### src/rtl/axi_burst_master_pkg.sv
// axi_burst_master_pkg: shared AXI constants, FSM states and response ranking.
package axi_burst_master_pkg;

    localparam logic [1:0] BURST_INCR  = 2'b01;
    localparam logic [1:0] RESP_OKAY   = 2'b00;
    localparam logic [1:0] RESP_EXOKAY = 2'b01;
    localparam logic [1:0] RESP_SLVERR = 2'b10;
    localparam logic [1:0] RESP_DECERR = 2'b11;

    typedef enum logic [2:0] {IDLE, RADDR, RDATA, WADDR, WDATA, WRESP} state_t;

    // Encoding order already matches severity OKAY < SLVERR < DECERR.
    function automatic logic [1:0] resp_max(input logic [1:0] a, input logic [1:0] b);
        return (a > b) ? a : b;
    endfunction

endpackage

### src/rtl/axi_burst_master_if.sv
// axi_burst_master_if: AXI4 AW/W/B/AR/R channel bundle with master and slave views.
interface axi_burst_master_if #(
    parameter int ID_W   = 4,
    parameter int ADDR_W = 32,
    parameter int DATA_W = 32,
    parameter int LEN_W  = 4
);
    logic [ID_W-1:0]     AWID;
    logic [ADDR_W-1:0]   AWADDR;
    logic [LEN_W-1:0]    AWLEN;
    logic [2:0]          AWSIZE;
    logic [1:0]          AWBURST;
    logic                AWVALID;
    logic                AWREADY;
    logic [DATA_W-1:0]   WDATA;
    logic [DATA_W/8-1:0] WSTRB;
    logic                WLAST;
    logic                WVALID;
    logic                WREADY;
    logic [ID_W-1:0]     BID;
    logic [1:0]          BRESP;
    logic                BVALID;
    logic                BREADY;
    logic [ID_W-1:0]     ARID;
    logic [ADDR_W-1:0]   ARADDR;
    logic [LEN_W-1:0]    ARLEN;
    logic [2:0]          ARSIZE;
    logic [1:0]          ARBURST;
    logic                ARVALID;
    logic                ARREADY;
    logic [ID_W-1:0]     RID;
    logic [DATA_W-1:0]   RDATA;
    logic [1:0]          RRESP;
    logic                RLAST;
    logic                RVALID;
    logic                RREADY;

    modport master (
        output AWID, AWADDR, AWLEN, AWSIZE, AWBURST, AWVALID,
        output WDATA, WSTRB, WLAST, WVALID,
        output BREADY,
        output ARID, ARADDR, ARLEN, ARSIZE, ARBURST, ARVALID,
        output RREADY,
        input  AWREADY, WREADY, BID, BRESP, BVALID, ARREADY,
        input  RID, RDATA, RRESP, RLAST, RVALID
    );

    modport slave (
        input  AWID, AWADDR, AWLEN, AWSIZE, AWBURST, AWVALID,
        input  WDATA, WSTRB, WLAST, WVALID,
        input  BREADY,
        input  ARID, ARADDR, ARLEN, ARSIZE, ARBURST, ARVALID,
        input  RREADY,
        output AWREADY, WREADY, BID, BRESP, BVALID, ARREADY,
        output RID, RDATA, RRESP, RLAST, RVALID
    );
endinterface

### src/rtl/axi_burst_master_beat_counter.sv
// axi_burst_master_beat_counter: saturating burst beat index with last/saturation flags.
module axi_burst_master_beat_counter #(
    parameter int LEN_W = 4
) (
    input  logic             ACLK,
    input  logic             ARESETn,
    input  logic             clear,
    input  logic             incr,
    input  logic [LEN_W-1:0] len,
    output logic [LEN_W-1:0] cnt,
    output logic             last,
    output logic             sat
);
    assign last = cnt == len;
    assign sat  = &cnt;

    always_ff @(posedge ACLK) begin
        if (!ARESETn || clear) cnt <= '0;
        else if (incr && !sat) cnt <= cnt + 1'b1;
    end
endmodule

### src/rtl/axi_burst_master.sv
// axi_burst_master: single-outstanding AXI4 INCR burst initiator behind a simple request port.
module axi_burst_master
    import axi_burst_master_pkg::*;
#(
    parameter int ID_W   = 4,
    parameter int ADDR_W = 32,
    parameter int DATA_W = 32,
    parameter int LEN_W  = 4,
    parameter int MST_ID = 0
) (
    input  logic                ACLK,
    input  logic                ARESETn,
    input  logic                req_valid,
    output logic                req_ready,
    input  logic                req_write,
    input  logic [ADDR_W-1:0]   req_addr,
    input  logic [LEN_W-1:0]    req_len,
    input  logic                wd_valid,
    output logic                wd_ready,
    input  logic [DATA_W-1:0]   wd_data,
    input  logic [DATA_W/8-1:0] wd_strb,
    output logic                rd_valid,
    output logic [DATA_W-1:0]   rd_data,
    output logic                done,
    output logic [1:0]          done_resp,
    output logic                done_lenerr,
    axi_burst_master_if.master  axi
);
    localparam logic [2:0] AXSIZE = 3'($clog2(DATA_W/8));

    state_t state, state_n;
    logic [ADDR_W-1:0] addr_q;
    logic [LEN_W-1:0] len_q, cnt;
    logic accept, w_hs, r_hs, b_hs, last, sat, over;
    logic unused;

    assign accept = req_valid && state == IDLE;
    assign w_hs = axi.WVALID && axi.WREADY;
    assign r_hs = axi.RVALID && axi.RREADY;
    assign b_hs = axi.BVALID && axi.BREADY;
    assign unused = ^{axi.BID, axi.RID, cnt, sat};

    axi_burst_master_beat_counter #(.LEN_W(LEN_W)) u_cnt (
        .ACLK(ACLK),
        .ARESETn(ARESETn),
        .clear(accept),
        .incr(w_hs || r_hs),
        .len(len_q),
        .cnt(cnt),
        .last(last),
        .sat(sat)
    );

    always_comb begin
        state_n = state;
        unique case (state)
            IDLE:    state_n = req_valid ? (req_write ? WADDR : RADDR) : IDLE;
            RADDR:   state_n = axi.ARREADY ? RDATA : RADDR;
            RDATA:   state_n = (r_hs && axi.RLAST) ? IDLE : RDATA;
            WADDR:   state_n = axi.AWREADY ? WDATA : WADDR;
            WDATA:   state_n = (w_hs && last) ? WRESP : WDATA;
            WRESP:   state_n = b_hs ? IDLE : WRESP;
            default: state_n = IDLE;
        endcase
    end

    // Beats past len without RLAST leave a sticky mark, since the counter may saturate on len.
    always_ff @(posedge ACLK) begin
        if (!ARESETn) begin
            state       <= IDLE;
            addr_q      <= '0;
            len_q       <= '0;
            rd_valid    <= 1'b0;
            rd_data     <= '0;
            done        <= 1'b0;
            done_resp   <= RESP_OKAY;
            done_lenerr <= 1'b0;
            over        <= 1'b0;
        end else begin
            state    <= state_n;
            rd_valid <= r_hs;
            done     <= b_hs || (r_hs && axi.RLAST);
            if (accept) begin
                addr_q      <= req_addr;
                len_q       <= req_len;
                done_resp   <= RESP_OKAY;
                done_lenerr <= 1'b0;
                over        <= 1'b0;
            end
            if (b_hs) done_resp <= axi.BRESP;
            if (r_hs) begin
                rd_data   <= axi.RDATA;
                done_resp <= resp_max(done_resp, axi.RRESP);
                over      <= over || (last && !axi.RLAST);
                if (axi.RLAST) done_lenerr <= over || !last;
            end
        end
    end

    assign req_ready   = state == IDLE;
    assign axi.AWID    = ID_W'(MST_ID);
    assign axi.AWADDR  = addr_q;
    assign axi.AWLEN   = len_q;
    assign axi.AWSIZE  = AXSIZE;
    assign axi.AWBURST = BURST_INCR;
    assign axi.AWVALID = state == WADDR;
    assign axi.WDATA   = wd_data;
    assign axi.WSTRB   = wd_strb;
    assign axi.WLAST   = last;
    assign axi.WVALID  = state == WDATA && wd_valid;
    assign wd_ready    = state == WDATA && axi.WREADY;
    assign axi.BREADY  = state == WRESP;
    assign axi.ARID    = ID_W'(MST_ID);
    assign axi.ARADDR  = addr_q;
    assign axi.ARLEN   = len_q;
    assign axi.ARSIZE  = AXSIZE;
    assign axi.ARBURST = BURST_INCR;
    assign axi.ARVALID = state == RADDR;
    assign axi.RREADY  = state == RDATA;
endmodule

### src/flat_wrapper.sv
// flat-port wrapper written by rule: the top's interface ports become plain ports
module axi_burst_master_flat import axi_burst_master_pkg::*;
#(
    parameter int ID_W   = 4,
    parameter int ADDR_W = 32,
    parameter int DATA_W = 32,
    parameter int LEN_W  = 4,
    parameter int MST_ID = 0
)
  (ACLK, ARESETn, req_valid, req_ready, req_write, req_addr, req_len, wd_valid, wd_ready, wd_data, wd_strb, rd_valid, rd_data, done, done_resp, done_lenerr, axi_AWID, axi_AWADDR, axi_AWLEN, axi_AWSIZE, axi_AWBURST, axi_AWVALID, axi_WDATA, axi_WSTRB, axi_WLAST, axi_WVALID, axi_BREADY, axi_ARID, axi_ARADDR, axi_ARLEN, axi_ARSIZE, axi_ARBURST, axi_ARVALID, axi_RREADY, axi_AWREADY, axi_WREADY, axi_BID, axi_BRESP, axi_BVALID, axi_ARREADY, axi_RID, axi_RDATA, axi_RRESP, axi_RLAST, axi_RVALID);
  axi_burst_master_if #(.ID_W(ID_W), .ADDR_W(ADDR_W), .DATA_W(DATA_W), .LEN_W(LEN_W)) axi_i ();
  input  logic ACLK;
  input  logic ARESETn;
  input  logic req_valid;
  output logic req_ready;
  input  logic req_write;
  input  logic [ADDR_W-1:0] req_addr;
  input  logic [LEN_W-1:0] req_len;
  input  logic wd_valid;
  output logic wd_ready;
  input  logic [DATA_W-1:0] wd_data;
  input  logic [DATA_W/8-1:0] wd_strb;
  output logic rd_valid;
  output logic [DATA_W-1:0] rd_data;
  output logic done;
  output logic [1:0] done_resp;
  output logic done_lenerr;
  output wire logic [$bits(axi_i.AWID)-1:0] axi_AWID;
  output wire logic [$bits(axi_i.AWADDR)-1:0] axi_AWADDR;
  output wire logic [$bits(axi_i.AWLEN)-1:0] axi_AWLEN;
  output wire logic [$bits(axi_i.AWSIZE)-1:0] axi_AWSIZE;
  output wire logic [$bits(axi_i.AWBURST)-1:0] axi_AWBURST;
  output wire logic [$bits(axi_i.AWVALID)-1:0] axi_AWVALID;
  output wire logic [$bits(axi_i.WDATA)-1:0] axi_WDATA;
  output wire logic [$bits(axi_i.WSTRB)-1:0] axi_WSTRB;
  output wire logic [$bits(axi_i.WLAST)-1:0] axi_WLAST;
  output wire logic [$bits(axi_i.WVALID)-1:0] axi_WVALID;
  output wire logic [$bits(axi_i.BREADY)-1:0] axi_BREADY;
  output wire logic [$bits(axi_i.ARID)-1:0] axi_ARID;
  output wire logic [$bits(axi_i.ARADDR)-1:0] axi_ARADDR;
  output wire logic [$bits(axi_i.ARLEN)-1:0] axi_ARLEN;
  output wire logic [$bits(axi_i.ARSIZE)-1:0] axi_ARSIZE;
  output wire logic [$bits(axi_i.ARBURST)-1:0] axi_ARBURST;
  output wire logic [$bits(axi_i.ARVALID)-1:0] axi_ARVALID;
  output wire logic [$bits(axi_i.RREADY)-1:0] axi_RREADY;
  input wire logic [$bits(axi_i.AWREADY)-1:0] axi_AWREADY;
  input wire logic [$bits(axi_i.WREADY)-1:0] axi_WREADY;
  input wire logic [$bits(axi_i.BID)-1:0] axi_BID;
  input wire logic [$bits(axi_i.BRESP)-1:0] axi_BRESP;
  input wire logic [$bits(axi_i.BVALID)-1:0] axi_BVALID;
  input wire logic [$bits(axi_i.ARREADY)-1:0] axi_ARREADY;
  input wire logic [$bits(axi_i.RID)-1:0] axi_RID;
  input wire logic [$bits(axi_i.RDATA)-1:0] axi_RDATA;
  input wire logic [$bits(axi_i.RRESP)-1:0] axi_RRESP;
  input wire logic [$bits(axi_i.RLAST)-1:0] axi_RLAST;
  input wire logic [$bits(axi_i.RVALID)-1:0] axi_RVALID;
  assign axi_AWID = axi_i.AWID;
  assign axi_AWADDR = axi_i.AWADDR;
  assign axi_AWLEN = axi_i.AWLEN;
  assign axi_AWSIZE = axi_i.AWSIZE;
  assign axi_AWBURST = axi_i.AWBURST;
  assign axi_AWVALID = axi_i.AWVALID;
  assign axi_WDATA = axi_i.WDATA;
  assign axi_WSTRB = axi_i.WSTRB;
  assign axi_WLAST = axi_i.WLAST;
  assign axi_WVALID = axi_i.WVALID;
  assign axi_BREADY = axi_i.BREADY;
  assign axi_ARID = axi_i.ARID;
  assign axi_ARADDR = axi_i.ARADDR;
  assign axi_ARLEN = axi_i.ARLEN;
  assign axi_ARSIZE = axi_i.ARSIZE;
  assign axi_ARBURST = axi_i.ARBURST;
  assign axi_ARVALID = axi_i.ARVALID;
  assign axi_RREADY = axi_i.RREADY;
  assign axi_i.AWREADY = axi_AWREADY;
  assign axi_i.WREADY = axi_WREADY;
  assign axi_i.BID = axi_BID;
  assign axi_i.BRESP = axi_BRESP;
  assign axi_i.BVALID = axi_BVALID;
  assign axi_i.ARREADY = axi_ARREADY;
  assign axi_i.RID = axi_RID;
  assign axi_i.RDATA = axi_RDATA;
  assign axi_i.RRESP = axi_RRESP;
  assign axi_i.RLAST = axi_RLAST;
  assign axi_i.RVALID = axi_RVALID;
  axi_burst_master #(.ID_W(ID_W), .ADDR_W(ADDR_W), .DATA_W(DATA_W), .LEN_W(LEN_W), .MST_ID(MST_ID)) u_core (.ACLK(ACLK), .ARESETn(ARESETn), .req_valid(req_valid), .req_ready(req_ready), .req_write(req_write), .req_addr(req_addr), .req_len(req_len), .wd_valid(wd_valid), .wd_ready(wd_ready), .wd_data(wd_data), .wd_strb(wd_strb), .rd_valid(rd_valid), .rd_data(rd_data), .done(done), .done_resp(done_resp), .done_lenerr(done_lenerr), .axi(axi_i));
endmodule
### config.mk
export PLATFORM = sky130hd
export DESIGN_NAME = axi_burst_master_flat
export DESIGN_NICKNAME = d
export VERILOG_FILES = /design/src/rtl/axi_burst_master_pkg.sv /design/src/rtl/axi_burst_master_if.sv /design/src/rtl/axi_burst_master_beat_counter.sv /design/src/rtl/axi_burst_master.sv /design/src/flat_wrapper.sv
export SDC_FILE = /design/constraint.sdc
export NUM_CORES = 1
export LEC_CHECK = 0
export CAP_MARGIN = 20
export CORE_AREA = 5 5 116 118
export CTS_CLUSTER_SIZE = 12
export DETAILED_ROUTE_END_ITERATION = 16
export DIE_AREA = 0 0 121 123
export PLACE_DENSITY = 0.77
export SLEW_MARGIN = 20
export SYNTH_ARGS = -nofsm -noshare
export SYNTH_HDL_FRONTEND = slang
export SYNTH_SLANG_ARGS = --single-unit
### constraint.sdc
create_clock -name ACLK -period 2.58 [get_ports ACLK]
set_input_delay 0.258 -clock ACLK [delete_from_list [all_inputs] [get_ports ACLK]]
set_output_delay 0.258 -clock ACLK [all_outputs]
set_load 0.005 [all_outputs]
==> results.yml <==
run:
  drv_cap: 0
power:
  seq_power_share: 0.383
  leakagePower_nw: 2.067
  switching_share: 0.2353
  finalPower_mw: 3.639
  powerDensity_nw_per_um2: 632.1
  ir_drop_mv: 0.3378
  comb_power_share: 0.187
  p_int_mw: 2.783
  power_frac_clock: 0.429
  p_switching_mw: 0.8561
sta:
  finalClockSkew_ns: 0.001765
  finalCritPeriodShare: 0.8409
  tightest_slew_ns: 0.5775
  fin_setup_tns_ns: 0
  relSlewSlack: 0.6145
  fmax_ghz: 0.4609
  final-max-slew-violation-count: 0
  setup_viol: 0
  fin_crit_ns: 2.169
  rsz0062_at_grt: "false"
  hold_viol_final: 0
  hold_ws_ns: 0.4531
cts:
  numCtsBuffers: 9
  cts.sinks: 81
  clk_latency_ns: 0.33
  postCtsResizedCells: 0
  cts_tree: "built"
  cts_hold_buf: 0
  clk_path_buf_depth: 2
  clk_pin_slew_ns: 0.06
  htreeDepth: 3
  cts_root_buf: "clkbuf_16"
  cts_setup_buffers: 0
synth:
  synth_common_cells: "141 x nand2_1, 91 x buf_4, 81 x dfxtp_1, 74 x a21oi_1, 12 x clkbuf_1"
  syn_inst: 485
  netlist.area_leader.share: 0.4220
  synth_warnings: 0
  async_flop_share: 0
  netlist_top_cells_area: "dfxtp_1 42%, buf_4 18%, nand2_1 14%"
  yosysMostFrequentCell: "nand2_1"
  synth.distinct_cells: 43
  ys_seq_area_frac: 0.4220
  synth_edf_count: 0
  ys_ff_latch: 81
  synth_top_flop_cell: "dfxtp_1"
  syn_area_per_cell_um2: 7.923
  yosysTopAreaCell: "dfxtp_1"
  syn-cell-area_um2: 3842
routing:
  drt-initial-drc-count: 120
  ant_nets: 0
  drc: 0
  vias: 3500
  routed_wl_mm: 11.65
  avgViaCountPerCell: 4.510
  drt-pass1-iter-count: 4
  wl_per_cell_um: 15.01
floorplan:
  rows: 41
  die_w_um: 121
  core_area_um2: 12360
  dieArea_um2: 14880
  die_y_um: 123
  start_util: 0.3108
  io_pins: 298
place:
  hpwl_mm: 9.049
  port_buffers: 199
  gp_congestion: 0.7898
layout:
  layout.area.seq_um2: 1622
  drive_gt1_frac: 0.04801
  multiInputGateArea_um2: 1463
  syn_to_final_growth_pct: 49.82
  nNetsFinal: 729
  antenna_cells: 0
  fill_cells: 1173
  final_util: 0.4656
critical_path:
  path_cells: "nor4bb_1 -> clkdlybuf4s50_1"
  cp-start-kind: "register"
  critPathSlowestCell: "dfxtp_1"
  endpoint_kind: "output port"
  crit_required_ns: 2.32
  worstSetupPathType: "reg -> out"
  cp_max_fo: 16
  worst_path_largest_cell_delay_ns: 0.68
  cp.arrival_ns: 1.91
global_routing:
  grt_antenna_before_repair: 0
  grt_pass1_vias: 3445
  grt_pass1_wl_mm: 17.22
  grtUsageTotal: 0.1488
  grt_max_degree: 71
  gr-total-overflow: 0
run_status:
  status: "completed"
min_path:
  hp-class: "reg -> reg"
worst max-delay path, delay by kind of cell (launching register included):
kind | cells | cell delay, ns
flip-flops | 1 | 0.68
buffers and inverters | 1 | 0.55
AND/OR/NAND/NOR | 1 | 0.35
kinds of logic (layout without fill, tap and decap cells):
group	count (synthesis)	count (layout)	synth area share
other	2	18	0.001954
AND/OR/NAND/NOR	179	179	0.2019
flip-flops	81	81	0.4220
XOR/XNOR	5	5	0.01140
multiplexers	1	1	0.002605
AO/OA/AOI/OAI	91	91	0.1335
adder cells (fa/ha/maj)	3	3	0.009770
buffers and inverters	123	226	0.2169
final cells by class:
cell class	count	share of cell area
timing repair buffer	204	0.3591
sequential	81	0.2817
tap	172	0.03738
multi-input combinational	297	0.2541
inverter	6	0.003912
clock buffer	9	0.03912
clock inverter	7	0.02478
sequential cells by signal (all words and copies together), names as in the netlist:
name                count
u_core.done_lenerr      1
u_core.done_resp        2
u_core.axi.ARADDR      32
u_core.rd_data         32
u_core.done             1
u_core.u_cnt.cnt        4
u_core.rd_valid         1
u_core.over             1
u_core.state            3
u_core.axi.ARLEN        4
metrics by stage:
stage / cell area (µm²) / std cells / setup WS [ns]
after floorplan: 3902 / 501 / 1.137
after global placement: 5389 / 760 / 0.6077
after detailed placement: 5389 / 760 / 0.5015
after CTS: 5757 / 776 / 0.3894
after global routing: 5757 / 776 / 0.2318
final: 5757 / 776 / 0.4106
metal layers:
layer	wire, µm	up-vias	global-route usage
met1	3880	1581	0.1351
met4	410	0	0.09065
met2	5968	197	0.2751
li1	-	1692	-
met3	1391	30	0.06176
met5	0	-	0
worst paths after layout:
check	start	slack (ns)	to	cells after the start
worst min-delay path	u_core.rd_data[29]	0.45	u_core.rd_data[29]	2
worst max register to register	u_core.state[0]	0.65	u_core.state[0]	4
worst min register to register	u_core.rd_data[29]	0.45	u_core.rd_data[29]	2
worst max-delay path	u_core.state[2]	0.41	axi_WVALID	2
power groups by stage:
stage,registers [mW],logic [mW],clock network [mW]
floorplan,1.41,0.372,0
global placement,1.42,0.673,0
CTS,1.40,0.692,1.62
global route,1.41,0.739,1.68
finish,1.40,0.682,1.56
detailed placement,1.42,0.689,0
layout by cell type (no fill, tap or decap), types with 2 or more instances in the layout:
cell and instances:
inv_1 5, conb_1 18, nand4b_1 2, nor2b_1 3, a211oi_1 3, nand2_1 141
a22oi_1 2, dfxtp_1 81, nor3_1 3, nor2_1 10, and2_1 4, clkdlybuf4s50_1 199
xnor2_1 5, ha_1 3, buf_12 3, clkinv_4 2, nand2b_1 3, a311oi_1 3
clkbuf_16 9, a21oi_1 74, buf_4 2, bufinv_16 4
Power figures use the tool's default switching activity.
